===== src/rtl/uart_rx_fifo.sv =====
// 8N1 UART receiver feeding a first-word-fall-through byte FIFO with a valid/ready output.
// Define UART_RX_PARITY_EN to add an even-parity bit (8E1) and the o_parity_err pulse.
`timescale 1ns/1ps

module uart_rx_fifo #(
   parameter int CLK_HZ     = 12_000_000,
   parameter int BAUD       = 115200,
   parameter int FIFO_DEPTH = 16
) (
   input  logic                          i_clk,
   input  logic                          i_rst,
   input  logic                          i_rx,
   output logic [7:0]                    o_data,
   output logic                          o_valid,
   input  logic                          i_ready,
   output logic                          o_frame_err,
   output logic                          o_overrun,
`ifdef UART_RX_PARITY_EN
   output logic                          o_parity_err,
`endif
   output logic [$clog2(FIFO_DEPTH):0]   o_count
);

   // state   | meaning
   // IDLE    | waiting for a falling edge on the synchronised line
   // START   | half a bit-time in; confirm the start bit is still low
   // DATA    | sampling 8 data bits, LSB first, mid-bit
   // PARITY  | sampling the even-parity bit (parity build only)
   // STOP    | sampling the stop bit, then push / flag error
   typedef enum logic [2:0] {IDLE, START, DATA, PARITY, STOP} state_t;

   localparam int CLKS_PER_BIT = (CLK_HZ + BAUD / 2) / BAUD;
   localparam int CNT_W        = $clog2(CLKS_PER_BIT);
   localparam int PTR_W        = $clog2(FIFO_DEPTH);
   localparam logic [CNT_W-1:0] CNT_HALF = CNT_W'(CLKS_PER_BIT / 2 - 1);
   localparam logic [CNT_W-1:0] CNT_FULL = CNT_W'(CLKS_PER_BIT - 1);

   logic rx_meta, rx_sync, rx_hist;

   always_ff @(posedge i_clk) begin
      if (i_rst) begin
         rx_meta <= 1'b1;
         rx_sync <= 1'b1;
         rx_hist <= 1'b1;
      end else begin
         rx_meta <= i_rx;
         rx_sync <= rx_meta;
         rx_hist <= rx_sync;
      end
   end

   state_t           state_q, state_nxt;
   logic [CNT_W-1:0] cnt_q, cnt_nxt;
   logic [2:0]       idx_q, idx_nxt;
   logic [7:0]       shift_q, shift_nxt;
   logic             stop_hit;
   logic             par_q, par_nxt;

   always_ff @(posedge i_clk) begin
      if (i_rst) begin
         state_q <= IDLE;
         cnt_q   <= '0;
         idx_q   <= '0;
         shift_q <= '0;
         par_q   <= 1'b0;
      end else begin
         state_q <= state_nxt;
         cnt_q   <= cnt_nxt;
         idx_q   <= idx_nxt;
         shift_q <= shift_nxt;
         par_q   <= par_nxt;
      end
   end

   always_comb begin
      state_nxt = state_q;
      cnt_nxt   = cnt_q;
      idx_nxt   = idx_q;
      shift_nxt = shift_q;
      par_nxt   = par_q;
      stop_hit  = 1'b0;
      case (state_q)
         IDLE: begin
            if (rx_hist && !rx_sync) begin
               cnt_nxt   = CNT_HALF;
               state_nxt = START;
            end
         end
         START: begin
            if (cnt_q == '0) begin
               if (!rx_sync) begin
                  cnt_nxt   = CNT_FULL;
                  idx_nxt   = '0;
                  state_nxt = DATA;
               end else begin
                  state_nxt = IDLE;
               end
            end else begin
               cnt_nxt = cnt_q - CNT_W'(1);
            end
         end
         DATA: begin
            if (cnt_q == '0) begin
               shift_nxt[idx_q] = rx_sync;
               cnt_nxt          = CNT_FULL;
               if (idx_q == 3'd7) begin
`ifdef UART_RX_PARITY_EN
                  state_nxt = PARITY;
`else
                  state_nxt = STOP;
`endif
               end else begin
                  idx_nxt = idx_q + 3'd1;
               end
            end else begin
               cnt_nxt = cnt_q - CNT_W'(1);
            end
         end
         PARITY: begin
            if (cnt_q == '0) begin
               par_nxt   = rx_sync;
               cnt_nxt   = CNT_FULL;
               state_nxt = STOP;
            end else begin
               cnt_nxt = cnt_q - CNT_W'(1);
            end
         end
         STOP: begin
            if (cnt_q == '0) begin
               stop_hit  = 1'b1;
               state_nxt = IDLE;
            end else begin
               cnt_nxt = cnt_q - CNT_W'(1);
            end
         end
         default: state_nxt = IDLE;
      endcase
   end

   logic byte_ok, full, pop, push, overrun_c;
`ifdef UART_RX_PARITY_EN
   logic par_bad;
   assign par_bad = par_q != ^shift_q;
   assign byte_ok = stop_hit && rx_sync && !par_bad;
`else
   assign byte_ok = stop_hit && rx_sync;
`endif

   // A same-cycle pop frees a slot, so a full FIFO can still accept the byte.
   assign full      = o_count == (PTR_W + 1)'(FIFO_DEPTH);
   assign pop       = o_valid && i_ready;
   assign push      = byte_ok && (!full || pop);
   assign overrun_c = byte_ok && full && !pop;

   logic [7:0]       mem [FIFO_DEPTH];
   logic [PTR_W-1:0] wr_ptr, rd_ptr, rd_nxt;
   logic [PTR_W:0]   cnt_after_pop, count_nxt;
   logic [7:0]       head_nxt;

   assign rd_nxt        = pop ? rd_ptr + PTR_W'(1) : rd_ptr;
   assign cnt_after_pop = pop ? o_count - (PTR_W + 1)'(1) : o_count;
   assign count_nxt     = push ? cnt_after_pop + (PTR_W + 1)'(1) : cnt_after_pop;
   // When the FIFO drains to empty this cycle, the incoming byte bypasses memory into the head.
   assign head_nxt      = (push && cnt_after_pop == '0) ? shift_q : mem[rd_nxt];

   always_ff @(posedge i_clk) begin
      if (push) mem[wr_ptr] <= shift_q;
   end

   always_ff @(posedge i_clk) begin
      if (i_rst) begin
         wr_ptr      <= '0;
         rd_ptr      <= '0;
         o_count     <= '0;
         o_valid     <= 1'b0;
         o_data      <= '0;
         o_frame_err <= 1'b0;
         o_overrun   <= 1'b0;
`ifdef UART_RX_PARITY_EN
         o_parity_err <= 1'b0;
`endif
      end else begin
         if (push) wr_ptr <= wr_ptr + PTR_W'(1);
         rd_ptr      <= rd_nxt;
         o_count     <= count_nxt;
         o_valid     <= count_nxt != '0;
         if (count_nxt != '0) o_data <= head_nxt;
         o_frame_err <= stop_hit && !rx_sync;
         o_overrun   <= overrun_c;
`ifdef UART_RX_PARITY_EN
         o_parity_err <= stop_hit && rx_sync && par_bad;
`endif
      end
   end

endmodule


===== config.mk =====
export PLATFORM = sky130hd
export DESIGN_NAME = uart_rx_fifo
export DESIGN_NICKNAME = d
export VERILOG_FILES = /design/src/rtl/uart_rx_fifo.sv
export SDC_FILE = /design/constraint.sdc
export NUM_CORES = 1
export LEC_CHECK = 0
export ABC_AREA = 1
export BUFFER_PORTS_ARGS = -buffer_cell sky130_fd_sc_hd__buf_2
export CORE_MARGIN = 2
export CORE_UTILIZATION = 60
export DETAILED_ROUTE_END_ITERATION = 7
export HOLD_SLACK_MARGIN = 0.03
export PLACE_DENSITY = 0.85
export SETUP_SLACK_MARGIN = 0.05
export SLEW_MARGIN = 40
export SYNTH_ARGS = -nofsm -noshare
export SYNTH_HDL_FRONTEND = slang
export SYNTH_SLANG_ARGS = --single-unit
export TNS_END_PERCENT = 5

===== constraint.sdc =====
create_clock -name i_clk -period 2.4 [get_ports i_clk]
set_input_delay 0.36 -clock i_clk [delete_from_list [all_inputs] [get_ports i_clk]]
set_output_delay 0.36 -clock i_clk [all_outputs]
set_load 0.02 [all_outputs]

After elaboration in Yosys (flattened, before gate mapping). Memories as Yosys holds them, arrays and structs flattened. Index checks and enable logic that the tools add are counted.

Latch bits: 0. Memories: 1. Logic and storage cells: 93. Output and inout bits: 16. RAM bits: 128. Input bits: 4. Register bits after elaboration: 48. Memory bits (read-only): 0.

Memories: mem (depth 16, bits a word 8, rd ports 1, clocked after memory_dff 0, write ports 1, line 155) `logic [7:0] mem [FIFO_DEPTH];`.

Add/sub/neg operators: 6. Equality and inequality tests: 16. Bitwise logic cells: 0. Shift-type cells: 0. $mul: 0. Reduce and logical (&&, ||, !) cells: 24. Muxes and demuxes: 30. Div/mod/pow operators: 0. $lt $le $gt $ge: 2.

Operators with widths (number): $mux 7 (5); $mux 3 (10); $pmux 7 s4 (1); $ne 2x2->1 const B (9); $pmux 3 s5 (1); $mux 5 (2); $logic_and 1x1->1 (9); $add 4x1->4 const B (2); $bwmux 8 (1); $mux 8 (1); $logic_not 7->1 (1); $sub 7x1->7 const B (1); $eq 3x2->1 const B (2); $eq 3x3->1 const B (2); $pmux 3 s2 (1); $reduce_and 6->1 (1); $add 5x1->5 const B (1); $eq 5x5->1 const B (1); $logic_not 5->1 (1); $mux 1 (5); $reduce_and 5->1 (1); $reduce_bool 5->1 (1); $sub 5x1->5 const B (1); $lt 3x4->1 const B (1); other kinds (15) (17).

Depth between registers and ports, before layout.
Depth after elaboration: 7. Depth in mapped cells: 16. Gate-level depth less buffers: 16.

Worst setup path after synthesis. No wires, ideal clock.

Path type: flip-flop to flip-flop. From: register o_count[0]. To: memory mem[3][0] (enable). Arrival: 2.043 ns. Slack: -0.013 ns. Setup time: 0.370 ns. Buffers on the path: 1. Clock period less this slack: 2.413 ns. Cell stages (with the launch flop): 11. Data required time: 2.030 ns. Path through: dfxtp_1 -> inv_1 -> ha_1 -> nand2_1 -> inv_1 -> nand3_2 -> nand4_4 -> inv_2 -> clkbuf_1 -> nand3_1 -> nor2_1.

Longest elaborated chain between the ends: 6.

RTL lines: from (decl) (line 21) `output logic [$clog2(FIFO_DEPTH):0] o_count`; from (signal assigned) (line 185) `o_count <= count_nxt;`; $eq 5x5->1 (line 150) `assign full = o_count == (PTR_W + 1)'(FIFO_DEPTH);`; $logic_not 1->1 (line 152) `assign push = byte_ok && (!full || pop);`; $logic_or 1x1->1 (line 152); $logic_and 1x1->1 (line 152); $mux 1 (line 167) `if (push) mem[wr_ptr] <= shift_q;`; $mux 1 (implied by the code) (line 167); to (decl) (line 155).

No other way between the ends.

Worst setup path in the final report.
From: register o_count[0]. To: register o_data[5].

Longest elaborated chain between the ends: 6. Elaborated cells between the ends (all ways): 12. Classes of those cells: add/sub: 2; eq/ne: 1; mux: 3; reduce/logical: 6.

RTL lines: branches (longest 6 deep; another with $sub 5x1->5); to (signal assigned) (line 187) `if (count_nxt != '0) o_data <= head_nxt;`; to (decl) (line 13) `output logic [7:0] o_data,`.

Several ways; the timed one is not identified. A chain may end at the register's enable or synchronous reset.

==> results.json <==
{
  "status": "complete, no violations",
  "end_kind": "register",
  "critPathKind": "reg2reg",
  "finalNonFillerCells": 1088,
  "syn_to_final_growth_pct": 13.2,
  "synthMuxAreaShare_pct": 0,
  "syn_avg_cell_area_sq_um": 9.59,
  "p_int_uw": 6320,
  "p_comb_share_pct": 33.7,
  "fin_crit_sh_pct": 92.1,
  "ys_types": 37,
  "cap_violations": 0,
  "vias": 6292,
  "switching_share_pct": 35.8,
  "cts_tree": "yes",
  "cp.required_ns": 2.78,
  "clock_path_buffers": 2,
  "drive_above_1_share_pct": 13.0,
  "cts-root-buf": "clkbuf_16",
  "ctsHtreeMaxLevel": 4,
  "max_freq_mhz": 452,
  "syn_area_sq_um": 8260,
  "wl_per_cell_um": 17.6,
  "dieArea_sq_um": 14700,
  "place.gp.congestion": 0.897,
  "yosys.area_share.simple_pct": 28.5,
  "yosysSeqAreaShare_pct": 58.2,
  "place_area_sq_um": 8680,
  "yosysMostFrequentCell": "nand2_1",
  "yosysTopAreaCell": "edfxtp_1",
  "peakVddDrop_v": 0.000758,
  "rrSetupSlack_ns": 0.19,
  "slew_viol_final": 0,
  "post-dp-hpwl_mm": 11.7,
  "synth_xor_area_share_pct": 0.727,
  "avgViaCountPerCell": 5.78,
  "grt_pass1_wl_mm": 30.1,
  "async_flop_share_pct": 0,
  "synth_cells": 861,
  "n_fill_cell": 904,
  "syn_nets": 878,
  "synth_top_family_by_area": "simple AND/OR/NAND/NOR gates",
  "nets": 916,
  "rsz0062_at_grt": "yes",
  "grt_max_degree": 36,
  "drt-total-wl_mm": 19.2,
  "maxSlewHeadroom_pct": 41.2,
  "synth_warnings": 0,
  "critPathLaunchType": "register",
  "drtIter0Drc": 797,
  "p_leak_uw": 0.00392,
  "fin_ws_ns": 0.188,
  "finalCriticalPeriod_ns": 2.21,
  "fp.dieH_um": 121,
  "clkLatencyLatePin_ns": 0.44,
  "cp_max_fo": 10,
  "skew_ns": 0.00842,
  "final-setup-viol-count": 0,
  "ant_nets": 0,
  "dr.pass1.iters": 5,
  "synth-seq-cells": 176,
  "die_width_um": 121,
  "switchingPower_uw": 3520,
  "clkTransAtPathRegs_ns": 0.06,
  "cts-buffers-inserted": 17,
  "grt_pass1_vias": 5898,
  "drc": 0,
  "portBuffers": 19,
  "synth.top_cell.area_share_pct": 46.5,
  "power.total_uw": 9830,
  "synth-edff-count": 128,
  "worst_pin_slew_ns": 0.881,
  "fin_hold_ws_ns": 0.0976,
  "hp-class": "in2reg",
  "dp_cells": 1052,
  "coreArea_sq_um": 13300,
  "ys.flop_type": "edfxtp_1",
  "ioPinCount": 20,
  "p_seq_share_pct": 37.1,
  "synth-adder-area-share_pct": 1.97,
  "yosys-top-cells-area": "edfxtp_1 47%, dfxtp_1 12%, nand2_1 8.2%, nand3_1 8.1%, nand3b_1 5.2%",
  "final_area_sq_um": 9350,
  "pwr_density_cell_nw_per_um2": 1050,
  "p_clk_share_pct": 29.2,
  "grt-ovfl-total": 0,
  "synth_compound_area_share_pct": 3.67,
  "rows": 42,
  "hold_viol_final": 0,
  "worstPathArrival_ns": 2.59,
  "antenna_found_initial": 0,
  "dp_slack_ns": 0.146,
  "antenna_cells": 0,
  "cts_sinks": 176,
  "cts_hold_buf": 0,
  "synth.top_cells.by_count": "180 x nand2_1, 133 x nand3_1, 128 x edfxtp_1",
  "grt_usage_pct": 27.4,
  "initial_core_util_pct": 61.9
}
## logic make-up (layout without fill, tap and decap cells)
group | count (synthesis) | in the layout
AO/OA/AOI/OAI | 49 | 49
XOR/XNOR | 6 | 6
adder cells (fa/ha/maj) | 13 | 13
buffers and inverters | 145 | 195
flip-flops | 176 | 176
AND/OR/NAND/NOR | 472 | 473
## through the flow
stage               utilization (%)  TNS (ns)
floorplan                         -    -0.297
global placement               65.0         0
detailed placement             65.0         0
CTS                            69.7         0
global route                   70.1         0
finish                         70.1         0
## layout make-up
type	instances	area [sq um]	area share, %
Sequential cell	176	4810	51.4
Inverter	109	412	4.40
Multi-Input combinational cell	541	2900	31.0
Clock buffer	25	533	5.70
Timing Repair Buffer	54	383	4.09
Clock inverter	7	93.8	1.00
Tap cell	176	220	2.35
## critical path: stages (launching register included)
cell	delay (ns)
dfxtp_2	0.32
inv_1	0.07
buf_4	0.14
ha_1	0.16
inv_1	0.08
nor2_4	0.12
nand2_1	0.08
nand2_2	0.17
nand2_1	0.09
o21a_1	0.22
nor2_4	0.23
nand2_4	0.12
nor2_4	0.18
nor2_1	0.06
nor2_1	0.10
## flip-flops by register name, summed over array words and instances, names as in the netlist
register	flops
state_q	3
o_valid	1
cnt_q	7
o_overrun	1
shift_q	8
rd_ptr	4
o_frame_err	1
mem	128
rx_hist	1
o_count	5
wr_ptr	4
idx_q	3
rx_meta	1
rx_sync	1
o_data	8
## per-layer routing
layer	GRT usage [%]	vias to the layer above	wire [um]
met5	0	-	0
li1	-	2996	-
met4	11.1	0	569
met1	35.7	2986	7620
met3	6.16	51	1530
met2	44.7	259	9440
## placed cells by master (no fill, tap or decap), drive strengths merged
master / count
nand3: 135
or2: 2
nand4: 15
o21ai: 10
buf: 54
a31oi: 1
nor2: 68
a311oi: 8
o211ai: 1
a22oi: 1
nor3: 9
a21oi: 21
nand2: 186
o21a: 1
clkinv: 4
xnor2: 1
clkbuf: 25
ha: 13
inv: 110
a211oi: 3
xor2: 5
edfxtp: 128
a221oi: 3
nor4: 1
dfxtp: 48
nand3b: 57
bufinv: 2
## path summary, 6_finish.rpt
path,startpoint,endpoint,depth (start not counted)
setup / recovery,o_count[0],o_data[5],14
hold / removal,i_rx,rx_meta,2
setup reg to reg,o_count[0],o_data[5],14
hold reg to reg,rx_meta,rx_sync,1
## power groups by stage
| stage | Combinational, uW | Sequential, uW | Clock (uW) |
|---|---|---|---|
| after floorplan | 2260 | 3760 | 0 |
| after global placement | 3010 | 3690 | 0 |
| after detailed placement | 3080 | 3690 | 0 |
| after CTS | 3130 | 3640 | 2890 |
| after global routing | 3670 | 3670 | 3030 |
| final | 3320 | 3640 | 2870 |
## what timing repair did
item / in CTS / in global routing
setup endpoints to repair: 0 / 75
resized for setup: 0 / 6
setup buffers: 0 / 3
Note: power is estimated with default switching activity, not from simulation.
